==> config.mk <==
export PLATFORM = sky130hd
export DESIGN_NAME = centroide_x_flat
export DESIGN_NICKNAME = d
export VERILOG_FILES = /design/src/rtl/centroide_x_if.sv /design/src/rtl/centroide_x.sv /design/src/flat_wrapper.sv
export SDC_FILE = /design/constraint.sdc
export NUM_CORES = 1
export LEC_CHECK = 0
export ABC_AREA = 0
export BUFFER_PORTS_ARGS = -buffer_cell sky130_fd_sc_hd__buf_2
export CAP_MARGIN = 10
export CORE_UTILIZATION = 35
export DETAILED_ROUTE_END_ITERATION = 10
export HOLD_SLACK_MARGIN = 0.1
export PLACE_DENSITY = 0.58
export RECOVER_POWER = 50
export SLEW_MARGIN = 20
export SYNTH_ARGS = -nofsm -noshare
export SYNTH_HDL_FRONTEND = slang
export SYNTH_SLANG_ARGS = --single-unit
export TNS_END_PERCENT = 50
==> constraint.sdc <==
create_clock -name PCLK -period 14.1 [get_ports PCLK]
set_input_delay 2.82 -clock PCLK [delete_from_list [all_inputs] [get_ports PCLK]]
set_output_delay 2.82 -clock PCLK [all_outputs]
set_load 0.02 [all_outputs]
==> src/rtl/centroide_x_if.sv <==
// Camera pixel stream in, centroid result out.
// The slave modport is the centroid block's view of these signals.
interface centroide_x_if;
    logic        VSYNC;
    logic        HREF;
    logic        pixel_valid;
    logic [15:0] pixel;
    logic [9:0]  centroX;
    logic        centro_valid;
    logic        detectado;

    modport master (
        output VSYNC, HREF, pixel_valid, pixel,
        input  centroX, centro_valid, detectado
    );

    modport slave (
        input  VSYNC, HREF, pixel_valid, pixel,
        output centroX, centro_valid, detectado
    );
endinterface

==> src/rtl/centroide_x.sv <==
// Per-frame horizontal centroid of green marker pixels: accumulate, then restoring divide.
// Optional macro CENTROIDE_MIRROR_EN outputs H_RES-1-q for a mirrored camera.
module centroide_x #(
    parameter int         H_RES      = 640,
    parameter logic [5:0] G_MIN      = 6'd40,
    parameter logic [4:0] RB_MAX     = 5'd12,
    parameter int         MIN_PIXELS = 64
) (
    input  logic          PCLK,
    input  logic          RESET,
    centroide_x_if.slave  bus
);
    typedef enum logic [1:0] {ACCUM, DIVIDE, DONE} state_t;

    localparam logic [9:0]  XMAX = 10'(H_RES);
    localparam logic [9:0]  XLST = 10'(H_RES - 1);
    localparam logic [27:0] QMAX = 28'(H_RES - 1);
    localparam logic [18:0] CMIN = 19'(MIN_PIXELS);

    state_t      state_q, state_d;
    logic [9:0]  x_q;
    logic        vs_q, edge_q;
    logic [27:0] soma_q;
    logic [18:0] cont_q;
    logic [27:0] dvd_q;
    logic [18:0] dvs_q;
    logic [18:0] rem_q;
    logic [4:0]  it_q;
    logic        skip_q;
    logic [9:0]  centroX_q;
    logic        valid_q, det_q;

    logic        marker;
    logic [28:0] soma_sum;
    logic [27:0] soma_sat;
    logic [18:0] cont_sat;
    logic [19:0] rem_sh, rem_sub;
    logic        ge;
    logic [18:0] rem_nxt;
    logic [9:0]  q_clamp, result;

    always_comb begin
        marker = bus.HREF && !bus.VSYNC && bus.pixel_valid && (x_q < XMAX)
                 && (bus.pixel[10:5] >= G_MIN)
                 && (bus.pixel[15:11] <= RB_MAX)
                 && (bus.pixel[4:0] <= RB_MAX);
        soma_sum = {1'b0, soma_q} + 29'(x_q);
        soma_sat = soma_sum[28] ? '1 : soma_sum[27:0];
        cont_sat = (&cont_q) ? cont_q : cont_q + 19'd1;
        // Remainder is always below the 19-bit divisor, so it fits back in 19 bits.
        rem_sh   = {rem_q, dvd_q[27]};
        ge       = rem_sh >= {1'b0, dvs_q};
        rem_sub  = rem_sh - {1'b0, dvs_q};
        rem_nxt  = ge ? rem_sub[18:0] : rem_sh[18:0];
        q_clamp  = (dvd_q > QMAX) ? XLST : dvd_q[9:0];
`ifdef CENTROIDE_MIRROR_EN
        result   = XLST - q_clamp;
`else
        result   = q_clamp;
`endif
    end

    always_comb begin
        state_d = state_q;
        case (state_q)
            ACCUM:   if (edge_q) state_d = (cont_q < CMIN) ? DONE : DIVIDE;
            DIVIDE:  if (it_q == 5'd27) state_d = DONE;
            DONE:    state_d = ACCUM;
            default: state_d = ACCUM;
        endcase
    end

    always_ff @(posedge PCLK or posedge RESET) begin
        if (RESET) begin
            state_q   <= ACCUM;
            x_q       <= '0;
            vs_q      <= 1'b0;
            edge_q    <= 1'b0;
            soma_q    <= '0;
            cont_q    <= '0;
            dvd_q     <= '0;
            dvs_q     <= '0;
            rem_q     <= '0;
            it_q      <= '0;
            skip_q    <= 1'b0;
            centroX_q <= '0;
            valid_q   <= 1'b0;
            det_q     <= 1'b0;
        end else begin
            state_q <= state_d;
            vs_q    <= bus.VSYNC;
            edge_q  <= bus.VSYNC && !vs_q;
            valid_q <= 1'b0;

            if (!bus.HREF)
                x_q <= '0;
            else if (bus.pixel_valid && x_q != XMAX)
                x_q <= x_q + 10'd1;

            case (state_q)
                ACCUM: begin
                    if (edge_q) begin
                        dvd_q  <= soma_q;
                        dvs_q  <= cont_q;
                        rem_q  <= '0;
                        it_q   <= '0;
                        skip_q <= cont_q < CMIN;
                        soma_q <= '0;
                        cont_q <= '0;
                    end else if (marker) begin
                        soma_q <= soma_sat;
                        cont_q <= cont_sat;
                    end
                end
                DIVIDE: begin
                    dvd_q <= {dvd_q[26:0], ge};
                    rem_q <= rem_nxt;
                    it_q  <= it_q + 5'd1;
                end
                DONE: begin
                    valid_q <= 1'b1;
                    if (skip_q) begin
                        det_q <= 1'b0;
                    end else begin
                        det_q     <= 1'b1;
                        centroX_q <= result;
                    end
                end
                default: ;
            endcase
        end
    end

    assign bus.centroX      = centroX_q;
    assign bus.centro_valid = valid_q;
    assign bus.detectado    = det_q;
endmodule

==> src/flat_wrapper.sv <==
// flat-port wrapper written by rule: the top's interface ports become plain ports
module centroide_x_flat 
#(
    parameter int         H_RES      = 640,
    parameter logic [5:0] G_MIN      = 6'd40,
    parameter logic [4:0] RB_MAX     = 5'd12,
    parameter int         MIN_PIXELS = 64
)
  (PCLK, RESET, bus_VSYNC, bus_HREF, bus_pixel_valid, bus_pixel, bus_centroX, bus_centro_valid, bus_detectado);
  centroide_x_if bus_i ();
  input  logic PCLK;
  input  logic RESET;
  input wire logic [$bits(bus_i.VSYNC)-1:0] bus_VSYNC;
  input wire logic [$bits(bus_i.HREF)-1:0] bus_HREF;
  input wire logic [$bits(bus_i.pixel_valid)-1:0] bus_pixel_valid;
  input wire logic [$bits(bus_i.pixel)-1:0] bus_pixel;
  output wire logic [$bits(bus_i.centroX)-1:0] bus_centroX;
  output wire logic [$bits(bus_i.centro_valid)-1:0] bus_centro_valid;
  output wire logic [$bits(bus_i.detectado)-1:0] bus_detectado;
  assign bus_i.VSYNC = bus_VSYNC;
  assign bus_i.HREF = bus_HREF;
  assign bus_i.pixel_valid = bus_pixel_valid;
  assign bus_i.pixel = bus_pixel;
  assign bus_centroX = bus_i.centroX;
  assign bus_centro_valid = bus_i.centro_valid;
  assign bus_detectado = bus_i.detectado;
  centroide_x #(.H_RES(H_RES), .G_MIN(G_MIN), .RB_MAX(RB_MAX), .MIN_PIXELS(MIN_PIXELS)) u_core (.PCLK(PCLK), .RESET(RESET), .bus(bus_i));
endmodule
==> metrics, run 1 <==
layout net count=997; Max clock buf depth=2; Synth Register Bits=145; Die ar.=24,500 µm²; Worst-path clk slew=0.07 ns; drt first pass iters=6; Syn Nets=987; Core Footprint=23,400 µm²; met1 WL=9330 µm; HP Class=reg2reg; critical path required time=14.57 ns; sequential fraction of the synthesis area=43.5%; delay-heaviest family, CP=buffers and inverters; number of global-route vias before repair=6,503; Syn Inst Count=931; Util after Layout=39.9%; most common flop cell mapped by yosys=dfrtp_1; postcts setup bufs=0; fin crit share=39.3%; initial antenna violation count=0; Clock Skew=0.0143 ns; CP arrival=6.01 ns; slowest cell delay on critical path=2.16 ns; failing checks=max-capacitance violations, max-slew violations; non-filler instance count after layout=1,273; Slew @ Worst Pin=3.88 ns; asr flop ratio synth=100%; pin count of the biggest net entering global routing=89; endpoint type of the worst setup path=asynchronous set/reset pin; DR WL met3=473 µm; placed insts=1,241; fin crit period=5.54 ns; layout cells sized above 1=9.43%; critical path type=in2async; DR DRC count=0; GRT overflow=0; Avg WL per Cell=15.3 µm; Max FO, Critical Path=88; Syn-to-layout area delta=11.8%; root buf cell=clkbuf_16; Total Routed Length=19,500 µm; LEAKAGE=0.00398 µW; Power Density=206 nW/µm²; YS warnings=0; first-pass GRT wire length=32,900 µm; CP cell instances=buf_2 > clkinvlp_2 > buf_4; number of buffers and inverters on the critical path=3; synthesized area per cell=8.97 µm²; Clock Latency Late Sink=0.44 ns; GP Congestion=0.840; Slew Limit Fails=209; RSZ-0062 raised after global routing=false; Post-DP Area=8770 µm²; # resized after CTS=0; TritonCTS clock tree=yes; Slowest cell on crit path=clkinvlp_2; EDFF count, synth=0; IO buf count=29; ant diodes=0; Post-Synthesis Cell Area=8350 µm²; Filler cells=2,398; post-route setup TNS=0 ns; chip width=156 µm; H-Tree Depth=4; initial core utilization=35.7%; DR WL met2=9320 µm; Routed Antenna Nets=0; total track usage=16.9%; hold-fix buffer count after cts=0; post-route cell area=9330 µm²; IO Pins=33; max frequency=0.181 GHz; Iter 0 DRT Violations=366; Worst VDD drop=0.259 mV; Final setup viols=0; Inserted Clock Buffers=17; CP startpoint kind=primary input; outcome=complete, but fails checks; Max-Cap Viols=4; total number of vias=6,801; highest metal layer with signal wires=met4; DP HPWL=13,500 µm; hold slack=0.391 ns; die height=156 µm; Synth cell types=79; Hold Violations, Final=0; Max-slew headroom=-160%; CTS Sinks=145; Site Rows=56; DR vias/cell=5.34
-- Yosys cell counts (all sizes together), types with 15 or more instances --
| library cell | instances | area, µm² |
|---|---|---|
| xnor2 | 29 | 254 |
| nor2 | 65 | 251 |
| a21oi | 43 | 215 |
| xor2 | 15 | 131 |
| dfrtp | 145 | 3630 |
| nand4 | 17 | 113 |
| clkbuf | 39 | 148 |
| nand3 | 29 | 150 |
| inv | 39 | 146 |
| nand2 | 136 | 510 |
| o21ai | 100 | 500 |
| a31oi | 26 | 175 |
| ha | 33 | 413 |
-- report_power, final --
part	leakage [µW]	internal, µW	total (µW)	switching, µW
sequential	0.00194	486	555	68.8
clock	0.000293	252	459	207
combinational	0.00175	381	909	528
-- logic make-up after synthesis --
logic type | after synthesis | synth area share (%)
AO/OA/AOI/OAI | 275 | 21.7
buffers and inverters | 85 | 4.18
XOR/XNOR | 44 | 4.62
multiplexers | 7 | 0.839
flip-flops | 145 | 43.5
adder cells (fa/ha/maj) | 35 | 5.43
AND/OR/NAND/NOR | 340 | 19.7
-- flip-flops by register name, summed over array words and instances, names as in the netlist --
signal,cells
u_core.cont_q,19
u_core.x_q,10
u_core.dvs_q,19
u_core.bus.centroX,10
u_core.skip_q,1
u_core.it_q,5
u_core.soma_q,28
u_core.vs_q,1
u_core.bus.centro_valid,1
u_core.rem_q,19
u_core.edge_q,1
u_core.dvd_q,28
u_core.state_q,2
u_core.bus.detectado,1
-- final timing paths --
kind	startpoint	to	slack (ns)	cells after the start
setup / recovery	RESET	u_core.dvs_q[2]	8.56	3
hold / removal	u_core.vs_q	u_core.edge_q	0.39	1
setup reg to reg	u_core.state_q[0]	u_core.rem_q[18]	10.52	4
hold reg to reg	u_core.vs_q	u_core.edge_q	0.39	1
max in group PCLK	bus_VSYNC	u_core.cont_q[14]	9.44	8
min in group asynchronous	RESET	u_core.rem_q[15]	3.53	2
-- layout make-up --
| class | instances | area (µm²) | share of cell area [%] |
|---|---|---|---|
| repair buffers | 37 | 195 | 2.09 |
| inverters | 39 | 148 | 1.58 |
| flip-flops and latches | 145 | 3630 | 38.9 |
| clock buffers | 17 | 425 | 4.56 |
| well taps | 319 | 399 | 4.28 |
| clock inverters | 15 | 164 | 1.76 |
| multi-input cells | 701 | 4370 | 46.8 |
-- layout by cell type (no fill, tap or decap), drive strengths merged, types with 3 or more instances in the layout --
| cell type | Yosys | routed |
|---|---|---|
| a32oi | 5 | 5 |
| clkinv | 0 | 4 |
| nor3 | 13 | 13 |
| xnor2 | 29 | 29 |
| o31a | 5 | 5 |
| nor2 | 65 | 65 |
| a211oi | 6 | 6 |
| o21a | 11 | 11 |
| buf | 7 | 33 |
| nand2 | 136 | 136 |
| mux2i | 7 | 7 |
| nand2b | 8 | 8 |
| or3 | 10 | 10 |
| or4 | 6 | 6 |
| nor2b | 12 | 12 |
| inv | 39 | 48 |
| o211ai | 5 | 5 |
| nor4 | 10 | 10 |
| and4 | 5 | 5 |
| a31o | 6 | 6 |
| clkbuf | 39 | 21 |
| nand3 | 29 | 29 |
| a22oi | 11 | 11 |
| o22a | 8 | 8 |
| xor2 | 15 | 15 |
| and3 | 9 | 9 |
| ha | 33 | 33 |
| a21oi | 43 | 43 |
| a21o | 8 | 8 |
| a31oi | 26 | 26 |
| o21bai | 3 | 3 |
| o21ai | 100 | 100 |
| and2 | 10 | 10 |
| nand4 | 17 | 17 |
| a41oi | 3 | 3 |
| o31ai | 4 | 4 |
| o311ai | 10 | 10 |
| dfrtp | 145 | 145 |
-- routing by layer --
metal  vias up  global-route usage [%]
met5         -                       0
met4         0                    6.02
met3        26                    3.13
met2        68                    27.6
met1      3320                    22.3
li1       3387                       -
-- stage by stage --
stage          total power, µW  setup slack, ns
6_report                  1920             8.56
5_1_grt                   2060             7.81
4_1_cts                   1940             9.44
3_5_place_dp              1470             9.00
3_3_place_gp              1470             9.02
2_1_floorplan             1330             7.39
Power figures use the tool's default switching activity.
==> run 2, diff against run 1 <==
==> constraint.sdc (replaced) <==
create_clock -name PCLK -period 5.2 [get_ports PCLK]
set_input_delay 1.04 -clock PCLK [delete_from_list [all_inputs] [get_ports PCLK]]
set_output_delay 1.04 -clock PCLK [all_outputs]
set_load 0.02 [all_outputs]
==> run 2 against run 1 <==
  * The run still ends with max-capacitance violations, max-slew violations left
  * Via count is 1.1% higher
  * Power grew to 2.7 times the previous value
  * Non-clock buffer count is 2 higher
  * Sequential share of layout area is 0.078 points lower
  * Critical path depth stayed put
==> metrics, run 2 (synthesized netlist as in run 1, its figures left out) <==
FF-to-FF Start=u_core.dvd_q[27]; DR vias/cell=5.39; slowest cell delay on critical path=1.94 ns; Hold Violations, Final=0; chip width=156 µm; first-pass GRT wire length=33,500 µm; placed insts=1,243; Slew @ Worst Pin=3.47 ns; cell count of the worst reg-to-reg path=12; Total Routed Length=20,100 µm; CP arrival=4.18 ns; Max clock buf depth=2; Clock Latency Late Sink=0.43 ns; hold_sp=u_core.vs_q; endpoint type of the worst setup path=asynchronous set/reset pin; # resized after CTS=0; met1 WL=9480 µm; failing checks=max-capacitance violations, max-slew violations; Clock Skew=0.0125 ns; Site Rows=56; Max-Cap Viols=1; GRT overflow=0; commonest non-fill, non-tap cell in the layout=dfrtp_1; commonest non-fill, non-tap cells in the layout=dfrtp_1, nand2_1, o21ai_0; post-route setup TNS=0 ns; delay-heaviest family, CP=buffers and inverters; Hold Path Depth=1; DR DRC count=0; Inserted Clock Buffers=17; RSZ-0062 raised after global routing=false; ant diodes=0; postcts setup bufs=0; Avg WL per Cell=15.8 µm; critical path type=in2async; max frequency=0.264 GHz; number of buffers and inverters on the critical path=3; IO Pins=33; Worst VDD drop=0.589 mV; Final setup viols=0; IO buf count=29; fin crit period=3.78 ns; drt first pass iters=5; non-filler instance count after layout=1,275; Die ar.=24,500 µm²; LEAKAGE=0.00400 µW; Util after Layout=40.0%; Max-slew headroom=-133%; total track usage=17.3%; Iter 0 DRT Violations=362; CP startpoint kind=primary input; reg-to-reg endpoint=u_core.rem_q[2]; GP Congestion=0.888; number of global-route vias before repair=6,504; die height=156 µm; root buf cell=clkbuf_16; total number of vias=6,878; layout net count=999; Filler cells=2,408; Hold Path End=u_core.edge_q; TritonCTS clock tree=yes; H-Tree Depth=4; R2R setup slack=1.64 ns; outcome=complete, but fails checks; Core Footprint=23,400 µm²; Routed Antenna Nets=0; layout cells sized above 1=10.0%; hold-fix buffer count after cts=0; DR WL met3=618 µm; hold slack=0.391 ns; initial core utilization=35.7%; Slew Limit Fails=77; critical path required time=5.60 ns; Regs by FF count=u_core.dvd_q: 28 flops, u_core.soma_q: 28 flops; fin crit share=72.7%; Power Density=564 nW/µm²; CTS Sinks=145; DP HPWL=13,900 µm; Syn-to-layout area delta=12.0%; highest metal layer with signal wires=met4; Slowest cell on crit path=clkinvlp_2; Worst-path clk slew=0.07 ns; HP Class=reg2reg; initial antenna violation count=0; Max FO, Critical Path=76; pin count of the biggest net entering global routing=77; DR WL met2=9680 µm; CP cell instances=buf_2 > clkinvlp_2 > clkbuf_2
-- run 2: cell types whose count changed in the layout (fill, tap and decap cells not counted), sizes merged --
| cell | before | now |
|---|---|---|
| inv | 48 | 45 |
| buf | 33 | 36 |
| clkinvlp | 1 | 3 |
-- run 2: report_power, final --
part	switching, µW	total, µW	internal, µW
combinational	1470	2540	1070
sequential	186	1500	1320
clock	547	1230	687
-- run 2: worst max-delay path by stage --
stage                     startpoint                     to  slack [ns]  cells after the start
global placement    u_core.dvd_q[27]        u_core.rem_q[2]        1.65                     12
floorplan                      RESET  u_core.bus.centroX[0]        0.27                      1
global route                   RESET      u_core.soma_q[14]        0.72                      3
detailed placement  u_core.dvd_q[27]        u_core.rem_q[2]        1.60                     12
CTS                 u_core.dvd_q[27]        u_core.rem_q[2]        1.60                     12
finish                         RESET          u_core.x_q[8]        1.42                      3
-- run 2: per-layer routing --
metal / up-vias / track usage [%]
met5: - / 0
li1: 3386 / -
met4: 0 / 5.65
met2: 101 / 28.4
met3: 18 / 3.54
met1: 3373 / 22.7
-- run 2: metrics by stage --
step                      cell area [µm²]  setup WS, ns  total power (µW)
after floorplan                      8350         0.265              3600
after global placement               8780          1.65              4030
after detailed placement             8780          1.60              4070
after CTS                            9360          1.60              5320
after global routing                 9350         0.722              5630
final                                9350          1.42              5280
-- run 2: layout make-up --
class                      instances  area, µm²  share of cell area (%)
inverter                          39        148                    1.58
tap                              319        399                    4.27
clock inverter                    14        143                    1.53
multi-input combinational        701       4380                    46.8
timing repair buffer              39        214                    2.29
sequential                       145       3630                    38.8
clock buffer                      18        439                    4.70
==> run 3, diff against run 2 <==
==> constraint.sdc (replaced) <==
create_clock -name PCLK -period 3.6 [get_ports PCLK]
set_input_delay 0.72 -clock PCLK [delete_from_list [all_inputs] [get_ports PCLK]]
set_output_delay 0.72 -clock PCLK [all_outputs]
set_load 0.02 [all_outputs]
==> run 3 against run 2 <==
  * The run still ends with max-capacitance violations, max-slew violations left
  * Die area unchanged
  * Wire length rose by 0.31%
  * Hold slack gained 0.0019 ns
  * Via count shrank 0.33%
  * First-iteration DRC count rose by 17%
  * Register-to-register slack got worse by 1.1 ns
  * Critical path type is now reg2reg
  * Critical endpoint is now u_core.rem_q[2]
  * Highest routed layer unchanged
==> metrics, run 3 (synthesized netlist as in run 1, its figures left out) <==
outcome=complete, but fails checks; failing checks=max-capacitance violations, max-slew violations; DP HPWL=14,100 µm; layout cells sized above 1=10.6%; layout net count=1,007; Regs by FF count=u_core.dvd_q: 28 flops, u_core.soma_q: 28 flops; post-route cell area=9410 µm²; Core Footprint=23,400 µm²; slowest cell delay on critical path=0.42 ns; Clock Latency Late Sink=0.43 ns; initial antenna violation count=0; Routed Antenna Nets=0; GRT overflow=0; endpoint type of the worst setup path=register; Worst VDD drop=0.932 mV; Max-slew headroom=-10.6%; DR DRC count=0; max frequency=0.326 GHz; Most Used Layer, Global Route=met2; Die ar.=24,500 µm²; Max-Cap Viols=1; critical path type=reg2reg; fin crit share=85.2%; grt met3 use=2.91%; die height=156 µm; post-route setup TNS=0 ns; H-Tree Depth=4; pin count of the biggest net entering global routing=56; commonest non-fill, non-tap cells in the layout=dfrtp_1, nand2_1, o21ai_0; fin crit period=3.07 ns; Max FO, Critical Path=23; Inserted Clock Buffers=17; Max clock buf depth=2; ant diodes=0; commonest non-fill, non-tap cell in the layout=dfrtp_1; met1 global-route usage=23.4%; IO buf count=29; drt first pass iters=4; Total Routed Length=20,200 µm; first-pass GRT wire length=33,600 µm; CP startpoint kind=register; Sequential cell area=3630 µm²; DR vias/cell=5.34; Worst-path clk slew=0.07 ns; Iter 0 DRT Violations=424; footprint of the multi-input gates=4380 µm²; IO Pins=33; root buf cell=clkbuf_16; Avg WL per Cell=15.7 µm; Final Worst Setup Slack=0.531 ns; Slowest cell on crit path=fa_1; number of global-route vias before repair=6,457; CP cell instances=inv_1 > ha_1 > inv_1 > fa_1 > a211oi_1 > o211ai_1 > a31o_2 > a31oi_1 > a31o_1 > buf_12 > mux2i_1 > o21ai_0; GP Congestion=0.861; postcts setup bufs=0; hold-fix buffer count after cts=0; crit-path most repeated cell=inv_1; Power Density=827 nW/µm²; number of buffers and inverters on the critical path=3; initial core utilization=35.7%; chip width=156 µm; delay-heaviest family, CP=compound AO/OA/AOI/OAI gates; grt met2 use=28.6%; total number of vias=6,855; DP Worst Slack=0.535 ns; Slew @ Worst Pin=1.65 ns; Clock Skew=0.0125 ns; TritonCTS clock tree=yes; CP arrival=3.33 ns; # resized after CTS=0; Syn-to-layout area delta=12.7%; RSZ-0062 raised after global routing=false; Post-DP Area=8880 µm²; Hold Violations, Final=0; Site Rows=56; Slew Limit Fails=36; Final setup viols=0; LEAKAGE=0.00402 µW; CTS Sinks=145; Filler cells=2,365; critical path required time=3.87 ns; HP Class=reg2reg; total track usage=17.4%
-- run 3: changes by cell type in the layout (fill, tap and decap cells not counted), moves of 2 or more --
cell and change:
inv_8 -2, clkinv_4 -2, clkinvlp_4 +3, buf_4 +6, clkbuf_1 +2
-- run 3: layout make-up --
class / count / share of cell area (%)
Inverter: 39 / 1.57
Clock inverter: 13 / 1.33
Timing Repair Buffer: 47 / 3.01
Tap cell: 319 / 4.24
Sequential cell: 145 / 38.6
Clock buffer: 19 / 4.71
Multi-Input combinational cell: 701 / 46.6
-- run 3: path summary, 6_finish.rpt --
path | start | endpoint | slack, ns | depth (start not counted)
min in group asynchronous | RESET | u_core.rem_q[15] | 0.68 | 2
setup reg to reg | u_core.dvd_q[27] | u_core.rem_q[2] | 0.53 | 12
max in group asynchronous | RESET | u_core.dvs_q[3] | 1.08 | 3
hold / removal | u_core.vs_q | u_core.edge_q | 0.39 | 1
hold reg to reg | u_core.vs_q | u_core.edge_q | 0.39 | 1
setup / recovery | u_core.dvd_q[27] | u_core.rem_q[2] | 0.53 | 12
-- run 3: stage by stage --
stage / hold WS, ns / cells / power (µW) / utilization, %
2_1_floorplan: 0.378 / 931 / 5190 / -
3_3_place_gp: 0.384 / 1251 / 6060 / 37.9
3_5_place_dp: 0.387 / 1251 / 6090 / 37.9
4_1_cts: 0.397 / 1283 / 7850 / 40.4
5_1_grt: 0.424 / 1283 / 8400 / 40.2
6_report: 0.393 / 1283 / 7780 / 40.2
-- run 3: worst reg2reg max path, stage by stage (launching register included) --
cell      delay [ns]
dfrtp_1         0.41
inv_1           0.07
ha_1            0.16
inv_1           0.06
fa_1            0.42
a211oi_1        0.33
o211ai_1        0.21
a31o_2          0.28
a31oi_1         0.25
a31o_1          0.26
buf_12          0.19
mux2i_1         0.20
o21ai_0         0.08
-- run 3: layer usage --
metal / up-vias / share of wire [%]
met5: - / 0
met4: 0 / 1.0
met3: 12 / 2.1
met2: 65 / 48
met1: 3372 / 49
li1: 3406 / -
-- run 3: power by group --
| group | switching, µW | internal (µW) | total, µW |
|---|---|---|---|
| sequential | 264 | 1900 | 2170 |
| clock | 745 | 980 | 1720 |
| combinational | 2140 | 1740 | 3890 |
| total | 3150 | 4630 | 7780 |
